## config.mk

```make
export PLATFORM = sky130hd
export DESIGN_NAME = led_matrix_scan_flat
export DESIGN_NICKNAME = d
export VERILOG_FILES = /design/src/rtl/led_matrix_scan_if.sv /design/src/rtl/led_matrix_scan.sv /design/src/flat_wrapper.sv
export SDC_FILE = /design/constraint.sdc
export NUM_CORES = 1
export LEC_CHECK = 0
export CAP_MARGIN = 20
export CORE_MARGIN = 1
export CORE_UTILIZATION = 51
export DETAILED_ROUTE_END_ITERATION = 7
export GPL_TIMING_DRIVEN = 1
export PLACE_DENSITY = 0.76
export SYNTH_ARGS = -nofsm -noshare
export SYNTH_HDL_FRONTEND = slang
export SYNTH_SLANG_ARGS = --single-unit
```

## constraint.sdc

```tcl
create_clock -name clock -period 3.2 [get_ports clock]
set_input_delay 0.64 -clock clock [delete_from_list [all_inputs] [get_ports clock]]
set_output_delay 0.64 -clock clock [all_outputs]
set_load 0.05 [all_outputs]
```

## src/rtl/led_matrix_scan_if.sv

```systemverilog
// led_matrix_scan_if: frame input and matrix drive signals between the game core and the LED scanner.
interface led_matrix_scan_if #(
    parameter int ROWS = 6,
    parameter int COLS = 6
);
    logic                   enable;
    logic [ROWS*COLS-1:0]   frame;
    logic                   frame_valid;
    logic [ROWS-1:0]        row_out;
    logic [COLS-1:0]        col_out;
    logic                   frame_done;
    logic [2:0]             db_row;
    logic [1:0]             db_state;
    modport master (
        output enable, frame, frame_valid,
        input  row_out, col_out, frame_done, db_row, db_state
    );
    modport slave (
        input  enable, frame, frame_valid,
        output row_out, col_out, frame_done, db_row, db_state
    );
endinterface

```

## src/rtl/led_matrix_scan.sv

```systemverilog
// led_matrix_scan: row-multiplexed LED matrix driver with per-row blanking and a
// double-buffered frame that only swaps at frame boundaries.
module led_matrix_scan #(
    parameter int ROWS          = 6,
    parameter int COLS          = 6,
    parameter int TICKS_PER_ROW = 50000,
    parameter int BLANK_TICKS   = 500
) (
    input logic            clock,
    input logic            restart,
    led_matrix_scan_if.slave bus
);
    localparam int TW = $clog2(TICKS_PER_ROW);
    localparam logic [1:0] S_IDLE  = 2'd0;
    localparam logic [1:0] S_BLANK = 2'd1;
    localparam logic [1:0] S_DRIVE = 2'd2;
    localparam logic [TW-1:0] TICK_LAST  = TW'(TICKS_PER_ROW - 1);
    localparam logic [TW-1:0] BLANK_LAST = TW'(BLANK_TICKS - 1);
    localparam logic [2:0]    ROW_LAST   = 3'(ROWS - 1);

    logic [1:0]           state_q, state_d;
    logic [2:0]           row_q, row_d;
    logic [TW-1:0]        tick_q, tick_d;
    logic [ROWS*COLS-1:0] pend_q, pend_d, disp_q, disp_d;
    logic                 pflag_q, pflag_d;
    logic [ROWS-1:0]      row_out_q;
    logic [COLS-1:0]      col_out_q;
    logic                 done_q, done_d;
    logic                 last_tick, wrap, boundary;

    always_comb begin
        last_tick = tick_q == TICK_LAST;
        wrap      = state_q == S_DRIVE && last_tick && row_q == ROW_LAST;
        // a frame boundary is entering row 0 blanking, whether from idle or from the last row
        boundary  = bus.enable && (state_q == S_IDLE || wrap);
        state_d   = !bus.enable ? S_IDLE :
                    state_q == S_IDLE  ? S_BLANK :
                    state_q == S_BLANK ? (tick_q == BLANK_LAST ? S_DRIVE : S_BLANK) :
                    last_tick ? S_BLANK : S_DRIVE;
        tick_d    = (!bus.enable || state_q == S_IDLE || (state_q == S_DRIVE && last_tick)) ? '0 : tick_q + 1'b1;
        row_d     = (!bus.enable || state_q == S_IDLE || wrap) ? '0 :
                    (state_q == S_DRIVE && last_tick) ? row_q + 3'd1 : row_q;
        pend_d    = bus.frame_valid ? bus.frame : pend_q;
        pflag_d   = !boundary && (bus.frame_valid || pflag_q);
        disp_d    = !boundary ? disp_q : bus.frame_valid ? bus.frame : pflag_q ? pend_q : disp_q;
        done_d    = bus.enable && wrap;
    end

    // drive registers are loaded from next-state values so they line up with state_q
    always_ff @(posedge clock or posedge restart) begin
        if (restart) begin
            state_q   <= S_IDLE;
            row_q     <= '0;
            tick_q    <= '0;
            pend_q    <= '0;
            disp_q    <= '0;
            pflag_q   <= 1'b0;
            row_out_q <= '0;
            col_out_q <= '1;
            done_q    <= 1'b0;
        end else begin
            state_q   <= state_d;
            row_q     <= row_d;
            tick_q    <= tick_d;
            pend_q    <= pend_d;
            disp_q    <= disp_d;
            pflag_q   <= pflag_d;
            row_out_q <= state_d == S_DRIVE ? ROWS'(1) << row_d : '0;
            col_out_q <= state_d == S_DRIVE ? ~disp_d[row_d*COLS +: COLS] : '1;
            done_q    <= done_d;
        end
    end

    assign bus.row_out    = row_out_q;
    assign bus.col_out    = col_out_q;
    assign bus.frame_done = done_q;
    assign bus.db_row     = row_q;
    assign bus.db_state   = state_q;
endmodule

```

## src/flat_wrapper.sv

```systemverilog
// flat-port wrapper written by rule: the top's interface ports become plain ports
module led_matrix_scan_flat 
#(
    parameter int ROWS          = 6,
    parameter int COLS          = 6,
    parameter int TICKS_PER_ROW = 50000,
    parameter int BLANK_TICKS   = 500
)
  (clock, restart, bus_enable, bus_frame, bus_frame_valid, bus_row_out, bus_col_out, bus_frame_done, bus_db_row, bus_db_state);
  led_matrix_scan_if #(.ROWS(ROWS), .COLS(COLS)) bus_i ();
  input logic clock;
  input logic restart;
  input wire logic [$bits(bus_i.enable)-1:0] bus_enable;
  input wire logic [$bits(bus_i.frame)-1:0] bus_frame;
  input wire logic [$bits(bus_i.frame_valid)-1:0] bus_frame_valid;
  output wire logic [$bits(bus_i.row_out)-1:0] bus_row_out;
  output wire logic [$bits(bus_i.col_out)-1:0] bus_col_out;
  output wire logic [$bits(bus_i.frame_done)-1:0] bus_frame_done;
  output wire logic [$bits(bus_i.db_row)-1:0] bus_db_row;
  output wire logic [$bits(bus_i.db_state)-1:0] bus_db_state;
  assign bus_i.enable = bus_enable;
  assign bus_i.frame = bus_frame;
  assign bus_i.frame_valid = bus_frame_valid;
  assign bus_row_out = bus_i.row_out;
  assign bus_col_out = bus_i.col_out;
  assign bus_frame_done = bus_i.frame_done;
  assign bus_db_row = bus_i.db_row;
  assign bus_db_state = bus_i.db_state;
  led_matrix_scan #(.ROWS(ROWS), .COLS(COLS), .TICKS_PER_ROW(TICKS_PER_ROW), .BLANK_TICKS(BLANK_TICKS)) u_core (.clock(clock), .restart(restart), .bus(bus_i));
endmodule
```

# [Word level (Yosys, flattened, before mapping)]
# Cells that the tools add are included.
# Widths: inputs -> output; s select.
[op_classes] add_sub_neg=2 multipliers=1 div_mod_pow=0 n_lt_le_gt_ge=0 eq_ne=6 shifts=2 n_mux=13 n_bitwise=1 reduce_logical=13
[ops] cell="$mux 36" count=3
[ops] cell="$shiftx 36x7->6" count=1
[ops] cell="$add 16x1->16 const B" count=1
[ops] cell="$eq 16x16->1 const B" count=1
[ops] cell="$eq 16x9->1 const B" count=1
[ops] cell="$mux 16" count=1
[ops] cell="$mux 6" count=2
[ops] cell="$mux 2" count=5
[ops] cell="$mux 3" count=2
[ops] cell="$not 6->6" count=1
[ops] cell="$shl 1x3->6 const A" count=1
[ops] cell="$logic_and 1x1->1" count=5
[ops] cell="$logic_or 1x1->1" count=5
[ops] cell="$mul 3x2->5 const B" count=1
[ops] cell="$eq 2x2->1 const B" count=2
[ops] cell="$add 3x1->3 const B" count=1
[ops] cell="$eq 3x3->1 const B" count=1
[ops] cell="$eq 2x1->1 const B" count=1
[ops] cell="$logic_not 1->1" count=2
[ops] cell="$logic_not 2->1" count=1
[word_totals] register_bits=107 latchBits=0 mem_bits_rw=0 mem_bits_ro=0 input_bits=40 out_inout_bits=18 n_memories=0

# [Logic depth before layout (Yosys ltp)]
[logic_depth] depth_word=9 ltp_mapped=10 ltp_nobuf=9

# [Worst setup path after synthesis]
# OpenSTA, ideal clock, no wires.
[synth_path] path_kind="register to register" from="register u_core.row_q[1] (netlist: u_core.bus.db_row[1])" to="register u_core.col_out_q[0] (netlist: u_core.bus.col_out[0])" setup_time_ns=0.083 arrival_time_ns=2.427 slack_ns=0.690 stages_incl_launch_ff=11 n_path_buf=2 period_less_slack_ns=2.510 cell_sequence="dfrtp_1 > inv_1 > ha_1 > and2_1 > clkbuf_1 > a31oi_4 > or2_4 > buf_2 > o22a_1 > o22ai_1 > o32a_1"
[synth_via] elab_chain_len=8 elab_cells_between_ends=13 cone_classes="1 x add/sub; 1 x mul; 1 x eq/ne; 1 x shift; 4 x mux; 1 x bitwise; 4 x reduce/logical"
[synth_rtl] item="from (decl)" line_no="led_matrix_scan.sv:22" text="logic [2:0] row_q, row_d;"
[synth_rtl] item="from (signal assigned)" line_no="led_matrix_scan.sv:63" text="row_q <= row_d;"
[synth_rtl] item="$eq 3x3->1" line_no="led_matrix_scan.sv:33" text="wrap = state_q == S_DRIVE && last_tick && row_q == ROW_LAST;"
[synth_rtl] item="$logic_and 1x1->1" line_no="led_matrix_scan.sv:33"
[synth_rtl] item="$logic_or 1x1->1" line_no="led_matrix_scan.sv:35" text="boundary = bus.enable && (state_q == S_IDLE || wrap);"
[synth_rtl] item="$logic_and 1x1->1" line_no="led_matrix_scan.sv:35"
[synth_rtl] item="$mux 36" line_no="led_matrix_scan.sv:45" text="disp_d = !boundary ? disp_q : bus.frame_valid ? bus.frame : pflag_q ? pend_q : disp_q;"
[synth_rtl] item="via u_core.disp_d[6]" line_no="led_matrix_scan.sv:24" text="logic [ROWS*COLS-1:0] pend_q, pend_d, disp_q, disp_d;"
[synth_rtl] item="$shiftx 36x7->6" line_no="led_matrix_scan.sv:69" text="col_out_q <= state_d == S_DRIVE ? ~disp_d[row_d*COLS +: COLS] : '1;"
[synth_rtl] item="$not 6->6" line_no="led_matrix_scan.sv:69"
[synth_rtl] item="$mux 6" line_no="led_matrix_scan.sv:69"
[synth_rtl] item="to (signal assigned)" line_no="led_matrix_scan.sv:69"
[synth_rtl] item="to (decl)" line_no="led_matrix_scan.sv:27" text="logic [COLS-1:0] col_out_q;"
# The timed path passes the listed nets, and every way through them passes these cells.
# A chain may end at the register's enable or synchronous reset.

# [Worst setup path in the final report]
[layout_path] from="register u_core.tick_q[0]" to="register u_core.col_out_q[3] (netlist: u_core.bus.col_out[3])"
[layout_via] elab_chain_len=9 elab_cells_between_ends=20 cone_classes="1 x mul; 3 x eq/ne; 1 x shift; 9 x mux; 1 x bitwise; 5 x reduce/logical"
[layout_rtl] item="from (decl)" line_no="led_matrix_scan.sv:23" text="logic [TW-1:0] tick_q, tick_d;"
[layout_rtl] item="from (signal assigned)" line_no="led_matrix_scan.sv:64" text="tick_q <= tick_d;"
[layout_rtl] item="$eq 16x16->1" line_no="led_matrix_scan.sv:32" text="last_tick = tick_q == TICK_LAST;"
[layout_rtl] item="$logic_and 1x1->1 (2 in a row)" line_no="led_matrix_scan.sv:33"
[layout_rtl] item="$logic_or 1x1->1" line_no="led_matrix_scan.sv:35"
[layout_rtl] item="$logic_and 1x1->1" line_no="led_matrix_scan.sv:35"
[layout_rtl] item="$mux 36" line_no="led_matrix_scan.sv:45"
[layout_rtl] item="via u_core.disp_d[3]" line_no="led_matrix_scan.sv:24"
[layout_rtl] item="$shiftx 36x7->6" line_no="led_matrix_scan.sv:69"
[layout_rtl] item="$not 6->6" line_no="led_matrix_scan.sv:69"
[layout_rtl] item="$mux 6" line_no="led_matrix_scan.sv:69"
# The timed path passes the listed nets, and every way through them passes these cells.

==> impl_metrics.tcl <==
set metrics [dict create \
    grt_use_total_pct 25.4 \
    crit_path_max_incr_delay_ns 0.45 \
    setup_viol 0 \
    synth_flop_cell "dfrtp_1" \
    area_growth_pct 18.7 \
    wl_met2_um 5800 \
    worstSetupStartpointType "register" \
    synth_edf_count 0 \
    stdcell_count 654 \
    cts_resized 0 \
    p_clk_share_pct 28.3 \
    crit_slowest_cell "or2_4" \
    gp_congestion 0.865 \
    synth.net_count 505 \
    power_density_nw_per_um2 465 \
    grt_overflow 0 \
    seqPwrFrac_pct 56.1 \
    combPwrFrac_pct 15.6 \
    highest_layer "met4" \
    drv_cap 0 \
    p_int_mw 2.00 \
    drtIter0Drc 262 \
    ys_ff_latch 107 \
    worstPathArrival_ns 3.08 \
    rsz0062_at_grt "false" \
    clkSinkCount 107 \
    rows 35 \
    cts_buffer_depth 2 \
    fin_setup_tns_ns 0 \
    slew_headroom_pct 44.0 \
    root_buffer "clkbuf_8" \
    postCtsSetupRepairBufs 0 \
    regArea_sq_um 2690 \
    path_cells "ha_1, nand3_1, nor3_2, a31oi_4, or2_4, o22a_1, o221a_1, a32oi_1" \
    cts_buffers 9 \
    grt_pass1_vias 4066 \
    final_antenna_net_count 0 \
    synth_cell_types 55 \
    synth_top_area_share_pct 50.2 \
    syn_avg_cell_area_sq_um 10.9 \
    crit_path_end_kind "register" \
    outcome "completed" \
    period_needed_ns 2.78 \
    hold_violations 0 \
    final_cell_mix "dfrtp_1 (101), clkdlybuf4s50_1 (56), mux2_2 (35)" \
    synth_largest_area_cell "dfrtp_1" \
    path_clk_slew_ns 0.11 \
    grt_antenna_before_repair 0 \
    async_flop_share_pct 100 \
    nets 563 \
    dieArea_sq_um 10300 \
    n_antenna_cell 0 \
    path_max_fanout 22 \
    first_pass_iters 5 \
    met3_length_um 530 \
    multi_input_area_sq_um 2200 \
    path_class "reg2reg" \
    p_total_mw 2.78 \
    vdd_drop_max_mv 0.227 \
    skew_ns 0.0173 \
    fmax_mhz 360 \
    cts_tree "built" \
    p_sw_share_pct 28.0 \
    min_path_type "reg2reg" \
    die_w_um 101 \
    drc 0 \
    fin_crit_sh_pct 86.8 \
    synth_warnings 0 \
    drt-vias-per-instance 6.08 \
    wl_met1_um 5370 \
    crit_family "simple AND/OR/NAND/NOR gates" \
    avgRoutedWirePerCell_um 18.3 \
    netSwitchingPower_mw 0.776 \
    place.port_buffers 57 \
    synth.area.top_cells "dfrtp_1 (50%), mux2_2 (7.8%), o22a_1 (3.8%), a21oi_1 (3.2%), dfstp_2 (3.1%)" \
    drive_gt1_share_pct 16.0 \
    cp.required_ns 3.51 \
    final_common_cell "dfrtp_1" \
    clk_latency_ns 0.38 \
    wirelength_um 12000 \
    fillerInstances 796 \
    grt_start_max_net_pins 44 \
    slew_viol_final 0 \
    vias 3979 \
    p_leak_nw 2.38 \
    synth.yosys.seq_area_share_pct 53.3 \
    htree_levels 3 \
    syn_inst 462 \
    die_h_um 101 \
    coreArea_sq_um 9420 \
    whs_ns 0.472 \
    dp_cells 638 \
    hpwl_um 8290 \
    pin_count 58 \
    grt_pass1_wl_um 20000 \
    initial_utilization_pct 53.5 \
    synth_area_sq_um 5030 \
    path_buf_inv 0 \
    hold_buffers 0 \
    worstMarginPinSlew_ns 0.841 \
]
worst reg2reg max path, cell delays in order, from the launching register on:
cell,delay [ns]
dfrtp_1,0.38
ha_1,0.21
nand3_1,0.23
nor3_2,0.42
a31oi_4,0.30
or2_4,0.46
o22a_1,0.25
o221a_1,0.29
a32oi_1,0.17
cell type report:
| class | instances | share of cell area, % |
|---|---|---|
| Inverter | 10 | 0.691 |
| Sequential cell | 107 | 44.9 |
| Clock buffer | 9 | 2.07 |
| Clock inverter | 7 | 0.984 |
| Tap cell | 129 | 2.70 |
| Multi-Input combinational cell | 318 | 36.8 |
| Timing Repair Buffer | 74 | 11.8 |
Yosys cell counts (all sizes together) (3+ instances only):
master and count:
dfrtp 101, mux2 35, nor2 34, a21oi 32, nand2 27, nor3 24, o22a 22, clkbuf 21
nand3 16, a32oi 15, nand4 13, or3 12, inv 10, nand2b 9, o21ai 9, and3 7
xor2 7, buf 6, dfstp 6, a31oi 5, o221a 5, a22o 4, and2 3, ha 3
nand3b 3, nor4 3, o32a 3
power groups by stage:
stage	clock network [mW]	logic, mW	registers, mW
after floorplan	0	0.298	1.56
after global placement	0	0.421	1.58
after detailed placement	0	0.433	1.58
after CTS	0.796	0.434	1.56
after global routing	0.853	0.476	1.57
final	0.785	0.433	1.56
flip-flops by register name, summed over array words and instances, names as in the netlist:
| signal | flops |
|---|---|
| u_core.pend_q | 36 |
| u_core.bus.db_state | 2 |
| u_core.bus.col_out | 6 |
| u_core.pflag_q | 1 |
| u_core.tick_q | 16 |
| u_core.bus.db_row | 3 |
| u_core.bus.row_out | 6 |
| u_core.disp_q | 36 |
| u_core.bus.frame_done | 1 |
stage by stage:
step | instance area [sq um] | setup WS, ns | util [%]
after floorplan | 5040 | 0.690 | -
after global placement | 5790 | 0.291 | 61.5
after detailed placement | 5790 | 0.210 | 61.5
after CTS | 5970 | 0.408 | 63.5
after global routing | 5970 | 0.223 | 63.5
final | 5970 | 0.422 | 63.5
path summary, 6_finish.rpt:
path                                   from  slack [ns]               endpoint  depth (start not counted)
setup / recovery           u_core.tick_q[0]        0.42  u_core.bus.col_out[3]                          8
hold / removal             u_core.tick_q[0]        0.47       u_core.tick_q[0]                          1
setup reg to reg           u_core.tick_q[0]        0.42  u_core.bus.col_out[3]                          8
hold reg to reg            u_core.tick_q[0]        0.47       u_core.tick_q[0]                          1
max in group asynchronous           restart        1.92       u_core.tick_q[0]                          3
min in group asynchronous           restart        0.60      u_core.pend_q[14]                          2
metal layers:
| metal | vias up | GRT usage, % |
|---|---|---|
| met2 | 123 | 42.8 |
| met5 | - | 0 |
| met3 | 19 | 2.90 |
| li1 | 1839 | - |
| met4 | 0 | 10.1 |
| met1 | 1998 | 33.9 |
cell families after synthesis:
group           Yosys count  synth area share [%]
fa+ha+maj                 3                 0.746
buf+inv                  37                  3.01
flops                   107                  53.3
xor+xnor                  9                  1.57
mux                      36                  8.03
simple gates            160                  17.0
compound gates          110                  16.3
Power figures use the tool's default switching activity.
